<file path="src/rtl/ushift_reg.sv">
// Purpose : WIDTH-bit universal shift register (hold/load/shift/rotate/clear) with shift-out counter.
// Latency : 1 core clock from mode/d/sin sampled to q, shift_cnt, empty (and parity) updated.
// Backpr. : none; shift data is never blocked, en=0 is the only stall and freezes all state.
//
// Ports:
//   clk            rising-edge clock
//   async_reset_n  asynchronous active-low reset (assert async, release sync to clk)
//   en             clock enable; 0 holds q, shift_cnt, empty regardless of mode
//   mode[2:0]      000 HOLD, 001 LOAD, 010 SHL, 011 SHR, 100 ROL, 101 ROR, 110 CLEAR, 111 HOLD
//   d[WIDTH-1:0]   parallel load data
//   sin            serial input for SHL/SHR
//   q              register contents
//   sout_msb/lsb   q[WIDTH-1] / q[0], combinational from q
//   shift_cnt      shifts since last load, saturating at WIDTH
//   empty          registered, 1 when shift_cnt==WIDTH
//   parity         only with `define USHIFT_PARITY_EN: registered XOR reduction of q
module ushift_reg #(
    parameter int                 WIDTH       = 8,
    parameter logic [WIDTH-1:0]   RESET_VALUE = {WIDTH{1'b0}},
    localparam int                CNT_W       = $clog2(WIDTH + 1)
) (
    input  logic               clk,
    input  logic               async_reset_n,
    input  logic               en,
    input  logic [2:0]         mode,
    input  logic [WIDTH-1:0]   d,
    input  logic               sin,
    output logic [WIDTH-1:0]   q,
    output logic               sout_msb,
    output logic               sout_lsb,
    output logic [CNT_W-1:0]   shift_cnt,
    output logic               empty
`ifdef USHIFT_PARITY_EN
    ,
    output logic               parity
`endif
);

    typedef enum logic [2:0] {
        MODE_HOLD  = 3'b000,
        MODE_LOAD  = 3'b001,
        MODE_SHL   = 3'b010,
        MODE_SHR   = 3'b011,
        MODE_ROL   = 3'b100,
        MODE_ROR   = 3'b101,
        MODE_CLEAR = 3'b110,
        MODE_RSVD  = 3'b111
    } mode_e;

    localparam logic [CNT_W-1:0] CNT_FULL = CNT_W'(WIDTH);

    logic [WIDTH-1:0] r_q;
    logic [CNT_W-1:0] r_cnt;
    logic             r_empty;

    logic [WIDTH-1:0] w_q_nxt;
    logic [CNT_W-1:0] w_cnt_nxt;
    logic [CNT_W-1:0] w_cnt_inc;

    // Logical shifts count towards WIDTH and then stick there; the data still moves.
    assign w_cnt_inc = (r_cnt == CNT_FULL) ? r_cnt : r_cnt + CNT_W'(1);

    always_comb begin
        w_q_nxt   = r_q;
        w_cnt_nxt = r_cnt;
        case (mode_e'(mode))
            MODE_LOAD: begin
                w_q_nxt   = d;
                w_cnt_nxt = '0;
            end
            MODE_SHL: begin
                w_q_nxt   = {r_q[WIDTH-2:0], sin};
                w_cnt_nxt = w_cnt_inc;
            end
            MODE_SHR: begin
                w_q_nxt   = {sin, r_q[WIDTH-1:1]};
                w_cnt_nxt = w_cnt_inc;
            end
            // Rotates lose no data, so the shift-out count is left alone.
            MODE_ROL: w_q_nxt = {r_q[WIDTH-2:0], r_q[WIDTH-1]};
            MODE_ROR: w_q_nxt = {r_q[0], r_q[WIDTH-1:1]};
            MODE_CLEAR: begin
                w_q_nxt   = RESET_VALUE;
                w_cnt_nxt = CNT_FULL;
            end
            default: begin
                // HOLD and the reserved code keep everything.
                w_q_nxt   = r_q;
                w_cnt_nxt = r_cnt;
            end
        endcase
    end

    always_ff @(posedge clk or negedge async_reset_n) begin
        if (!async_reset_n) begin
            r_q     <= RESET_VALUE;
            r_cnt   <= CNT_FULL;
            r_empty <= 1'b1;
        end else if (en) begin
            r_q     <= w_q_nxt;
            r_cnt   <= w_cnt_nxt;
            // Derived from the next count so empty never lags shift_cnt.
            r_empty <= (w_cnt_nxt == CNT_FULL);
        end
    end

`ifdef USHIFT_PARITY_EN
    logic r_parity;

    always_ff @(posedge clk or negedge async_reset_n) begin
        if (!async_reset_n) begin
            r_parity <= ^RESET_VALUE;
        end else if (en) begin
            r_parity <= ^w_q_nxt;
        end
    end

    assign parity = r_parity;
`endif

    assign q         = r_q;
    assign sout_msb  = r_q[WIDTH-1];
    assign sout_lsb  = r_q[0];
    assign shift_cnt = r_cnt;
    assign empty     = r_empty;

endmodule

</file>
<file path="config.mk">
export PLATFORM = sky130hd
export DESIGN_NAME = ushift_reg
export DESIGN_NICKNAME = d
export VERILOG_FILES = /design/src/rtl/ushift_reg.sv
export SDC_FILE = /design/constraint.sdc
export NUM_CORES = 1
export LEC_CHECK = 0
export ABC_AREA = 0
export BUFFER_PORTS_ARGS = -buffer_cell sky130_fd_sc_hd__buf_2
export CORE_UTILIZATION = 34
export CTS_CLUSTER_SIZE = 10
export DETAILED_ROUTE_END_ITERATION = 16
export MAX_ROUTING_LAYER = met4
export SLEW_MARGIN = 10
export SYNTH_ARGS = -nofsm -noshare
export SYNTH_HDL_FRONTEND = slang
export SYNTH_SLANG_ARGS = --single-unit
</file>
<file path="constraint.sdc">
create_clock -name clk -period 1.84 [get_ports clk]
set_input_delay 0.368 -clock clk [delete_from_list [all_inputs] [get_ports clk]]
set_output_delay 0.368 -clock clk [all_outputs]
set_load 0.005 [all_outputs]
</file>
# Word-level counts from Yosys, hierarchy flattened
# Index checks and enable logic that the tools add are counted.
[totals]
reg_bits = 13
latch_bits = 0
ramBits = 0
rom_bits = 0
in_bits = 15
output_inout_bits = 15
elab_cells = 18
n_memories = 0
[op_classes]
add_sub_neg = 1
mul = 0
n_div = 0
order_cmp = 0
eq_ne = 8
n_shift = 0
n_mux = 3
bitwise = 0
reduce_logical = 3
[op_table]
columns = ["operator", "n"]
rows = [
  ["$pmux W8 S6", 1],
  ["$pmux W4 S3", 1],
  ["$eq A3 B3 Y1 const B", 3],
  ["$eq A4 B4 Y1 const B", 2],
  ["$eq A3 B2 Y1 const B", 2],
  ["$reduce_bool A6 Y1", 1],
  ["$add A4 B1 Y4 const B", 1],
  ["$mux W4", 1],
  ["$eq A3 B1 Y1 const B", 1],
  ["$reduce_and A2 Y1", 1],
  ["$reduce_or A2 Y1", 1],
]

# Logic depth before layout (Yosys ltp)
[depth]
word_depth = 4
depth_mapped = 7
ltp_nobuf = 6

# Least setup slack after synthesis
# No wires, ideal clock.
[synth_timing]
path_type = "reg-to-reg"
startpoint = "reg r_cnt[0] (netlist: shift_cnt[0])"
endpoint = "reg r_empty (netlist: empty)"
setup_time_ns = 0.097
t_arrival_ns = 1.387
t_required_ns = 1.743
slack_ns = 0.356
stages_incl_launch_ff = 7
n_path_buf = 0
period_less_slack_ns = 1.484
cell_sequence = "dfrtp_1 -> inv_1 -> ha_1 -> and4b_1 -> a311o_1 -> o211ai_2 -> o41ai_2"
[synth_between]
elab_chain_len = 4
word_cells_on_any_way = 5
classes_between = "1 x add/sub; 2 x eq/ne; 2 x mux"
[synth_lines]
columns = ["element", "line", "rtl"]
rows = [
  ["start: declaration", "53", "logic [CNT_W-1:0] r_cnt;"],
  ["start signal: assignment", "101", "r_cnt <= w_cnt_nxt;"],
  ["$add A4 B1 Y4 / $eq A4 B4 Y1 (equally long branches)", "61", "assign w_cnt_inc = (r_cnt == CNT_FULL) ? r_cnt : r_cnt + CNT_W'(1);"],
  ["$mux W4", "61", ""],
  ["$pmux W4 S3 (*)", "66", "case (mode_e'(mode))"],
  ["$eq A4 B4 Y1 (*)", "103", "r_empty <= (w_cnt_nxt == CNT_FULL);"],
  ["end signal: assignment", "103", ""],
  ["end: declaration", "54", "logic r_empty;"],
]
# Every way passes the cells marked *; elsewhere a longest branch is shown, timed or not.
# A chain may end at the register's enable or synchronous reset.

# Final worst setup path
# Ends and elaborated chain as after synthesis.

==> impl_metrics.ini <==
[global_routing]
grt_use_met3_pct = 1.87
antenna_found_initial = 0
grt_max_degree = 17
top_usage_layer = met2
grt_pass1_vias = 778
use_met2_pct = 21.3
grt_usage_pct = 14.5
met1_usage_pct = 20.4
grt_pass1_wl_mm = 3.54
grt_overflow_total = 0

[yosys]
synth_cell_types = 41
yosysSeqAreaShare_pct = 33.8
synth_area_per_cell_um2 = 9.81
synthCells = 99
ys_warn_count = 0
synth-seq-cells = 13
syn_nets = 116
syn_area_um2 = 971

[critical_path]
worstSetupEndpointType = flip-flop
startpoint_type = flip-flop
cp.depth = 6
path_cells = inv_1 > ha_1 > and4b_1 > a311o_1 > o211ai_2 > o41ai_2
critical_path.top_delay_family = compound AO/OA/AOI/OAI gates
worst-path-buf-inv = 1
max_stage_delay_ns = 0.43
path_class = reg -> reg
arrival_ns = 1.77
crit_required_ns = 2.02
crit_slowest_cell = dfrtp_1
reg2reg_depth = 6
reg2reg_slack_ns = 0.25
worstPathMaxFanout = 6

[final_layout]
fill_cells = 275
area_growth_pct = 16.1
finalNetCount = 144
drive_above_1_share_pct = 43.7
layout.cells.non_filler = 157
antennaDiodeCount = 0

[detailed_routing]
vias = 842
drtAntennaViolNets = 0
first_pass_iters = 11
drt_wl_total_mm = 2.15
routed_via_density = 5.36
drt-initial-drc-count = 30
wl_per_cell_um = 13.7
route.detailed.drc = 1

[timing]
max_freq_mhz = 630
slew_headroom_pct = 65.8
final-setup-viol-count = 0
slew_violations = 0
finalHoldViolations = 0
fin_skew_ns = 0.00538
timing.setup.tns_ns = 0
fin_crit_ns = 1.59
whs_ns = 0.350
tightest_slew_ns = 0.509
rsz0062_at_grt = false
finalCritPeriodShare_pct = 86.3

[power]
p_clk_share_pct = 19.9
powerDensity_mw_per_mm2 = 793
p_int_w = 0.000590
power.total_w = 0.000894
pwr-share-seq_pct = 45.5
ir_drop_uv = 406
netSwitchingFraction_pct = 34.0
net-switching-power_w = 0.000304
leakagePower_nw = 0.513
p_comb_share_pct = 34.6

[clock_tree]
postCtsSetupBuffers = 0
cts.path.max_buffers = 2
root_buffer = clkbuf_4
cts_sinks = 13
path_clk_slew_ns = 0.08
cts_htree_levels = 1
cts_buffers = 3
tritoncts = yes
insertion_delay_ns = 0.27

[outcome]
violations = DRC
status = complete, but fails checks

[place]
portBuffers = 29
dp_cells = 152
routabilityCongestion = 0.885
hpwl_mm = 1.62

[die]
core-area_mm2 = 0.00273
die_y_um = 55.4
die-area_mm2 = 0.00307
die-width_um = 55.4
pin_count = 30
rows = 19
start_util_pct = 35.5

[run]
max-cap-violations = 0

[hold_path]
min_path_type = in -> reg
min_path_cells = 2
kinds of logic (layout without fill, tap and decap cells):
logic type               count (synthesis)  in the layout  synth area share, %
AO/OA/AOI/OAI                           29             29                 21.9
adder cells (fa/ha/maj)                  2              2                 2.58
buffers and inverters                   13             40                 9.28
flip-flops                              13             13                 33.8
multiplexers                            11             11                 12.6
AND/OR/NAND/NOR                         31             31                 19.8
synthesized netlist by cell type, drive strengths merged:
library cell,number,share of area [%]
o21ai,3,1.5
a222oi,1,1.0
a31o,1,0.90
clkbuf,1,0.39
and4b,1,1.0
o211ai,1,1.3
dfrtp,11,28
o41ai,1,1.7
or2,1,0.64
ha,2,2.6
nand3b,1,0.77
mux2i,1,1.0
nand4b,1,0.90
o22ai,1,0.64
nand4,1,0.64
dfstp,2,5.4
a22oi,7,5.4
nor3,1,0.51
nor2b,2,2.3
o221a,1,1.2
nand3,3,1.5
mux2,10,12
nor2,11,5.3
a311o,1,1.0
a2bb2oi,1,0.90
and2,1,0.77
o21bai,1,0.77
o31ai,1,0.77
a21oi,8,4.1
nor3b,2,2.7
nand2,5,1.9
a31oi,1,0.64
buf,7,7.0
inv,5,1.9
and2b,1,0.77
flip-flops by register name (all words and copies together), names as in the netlist:
name / flops
q: 8
shift_cnt: 4
empty: 1
power groups by stage:
| stage | combinational (W) | clock, W | sequential, W |
|---|---|---|---|
| floorplan | 0.000213 | 0 | 0.000404 |
| global placement | 0.000307 | 0 | 0.000411 |
| detailed placement | 0.000309 | 0 | 0.000412 |
| CTS | 0.000312 | 0.000188 | 0.000406 |
| global route | 0.000343 | 0.000200 | 0.000416 |
| finish | 0.000309 | 0.000178 | 0.000407 |
worst register-to-register path, stage by stage, from the launching register on:
cell and delay (ns):
dfrtp_1 0.43, inv_1 0.14, ha_1 0.18, and4b_1 0.18, a311o_1 0.12, o211ai_2 0.11, o41ai_2 0.33
final timing paths:
kind / startpoint / end
max: shift_cnt[0]$_DFFE_PN0P_ / empty$_DFFE_PN1P_
min: en / shift_cnt[3]$_DFFE_PN1P_
max reg2reg: shift_cnt[0]$_DFFE_PN0P_ / empty$_DFFE_PN1P_
min reg2reg: empty$_DFFE_PN1P_ / empty$_DFFE_PN1P_
max in group asynchronous: async_reset_n / empty$_DFFE_PN1P_
min in group asynchronous: async_reset_n / q[3]$_DFFE_PN0P_
metrics by stage:
| stage | area [um^2] | worst slack [ns] | utilization [%] |
|---|---|---|---|
| global placement | 1090 | 0.223 | 39.9 |
| floorplan | 971 | 0.356 | - |
| detailed placement | 1090 | 0.221 | 39.9 |
| global route | 1130 | 0.134 | 41.2 |
| finish | 1130 | 0.253 | 41.2 |
| CTS | 1130 | 0.250 | 41.2 |
routing by layer:
metal	wire [um]	part of all wire [%]
met1	1040	48
met5	0	0
met2	1070	50
met3	43	2.0
met4	0	0
repair_timing:
| action | CTS | global route |
|---|---|---|
| hold buffers | 1 | 0 |
| resized for setup | 0 | 0 |
| endpoints found under the hold margin | 11 | 0 |
final cells by class:
cell class	instances	area (um^2)	area share [%]
Sequential cell	13	328	29.1
Timing Repair Buffer	31	163	14.4
Tap cell	31	38.8	3.44
Inverter	5	18.8	1.66
Clock buffer	4	26.3	2.33
Multi-Input combinational cell	73	553	49.1
cell usage in the layout, fill, tap and decap left out, drive strengths merged, types with 2 or more instances in the layout:
cell type  count
a21oi          8
a22oi          7
buf           30
clkbuf         4
dfrtp         11
dfstp          2
ha             2
inv            5
mux2          10
nand2          5
nand3          3
nor2          11
nor2b          2
nor3b          2
o21ai          3
Note: power is estimated with default switching activity, not from simulation.
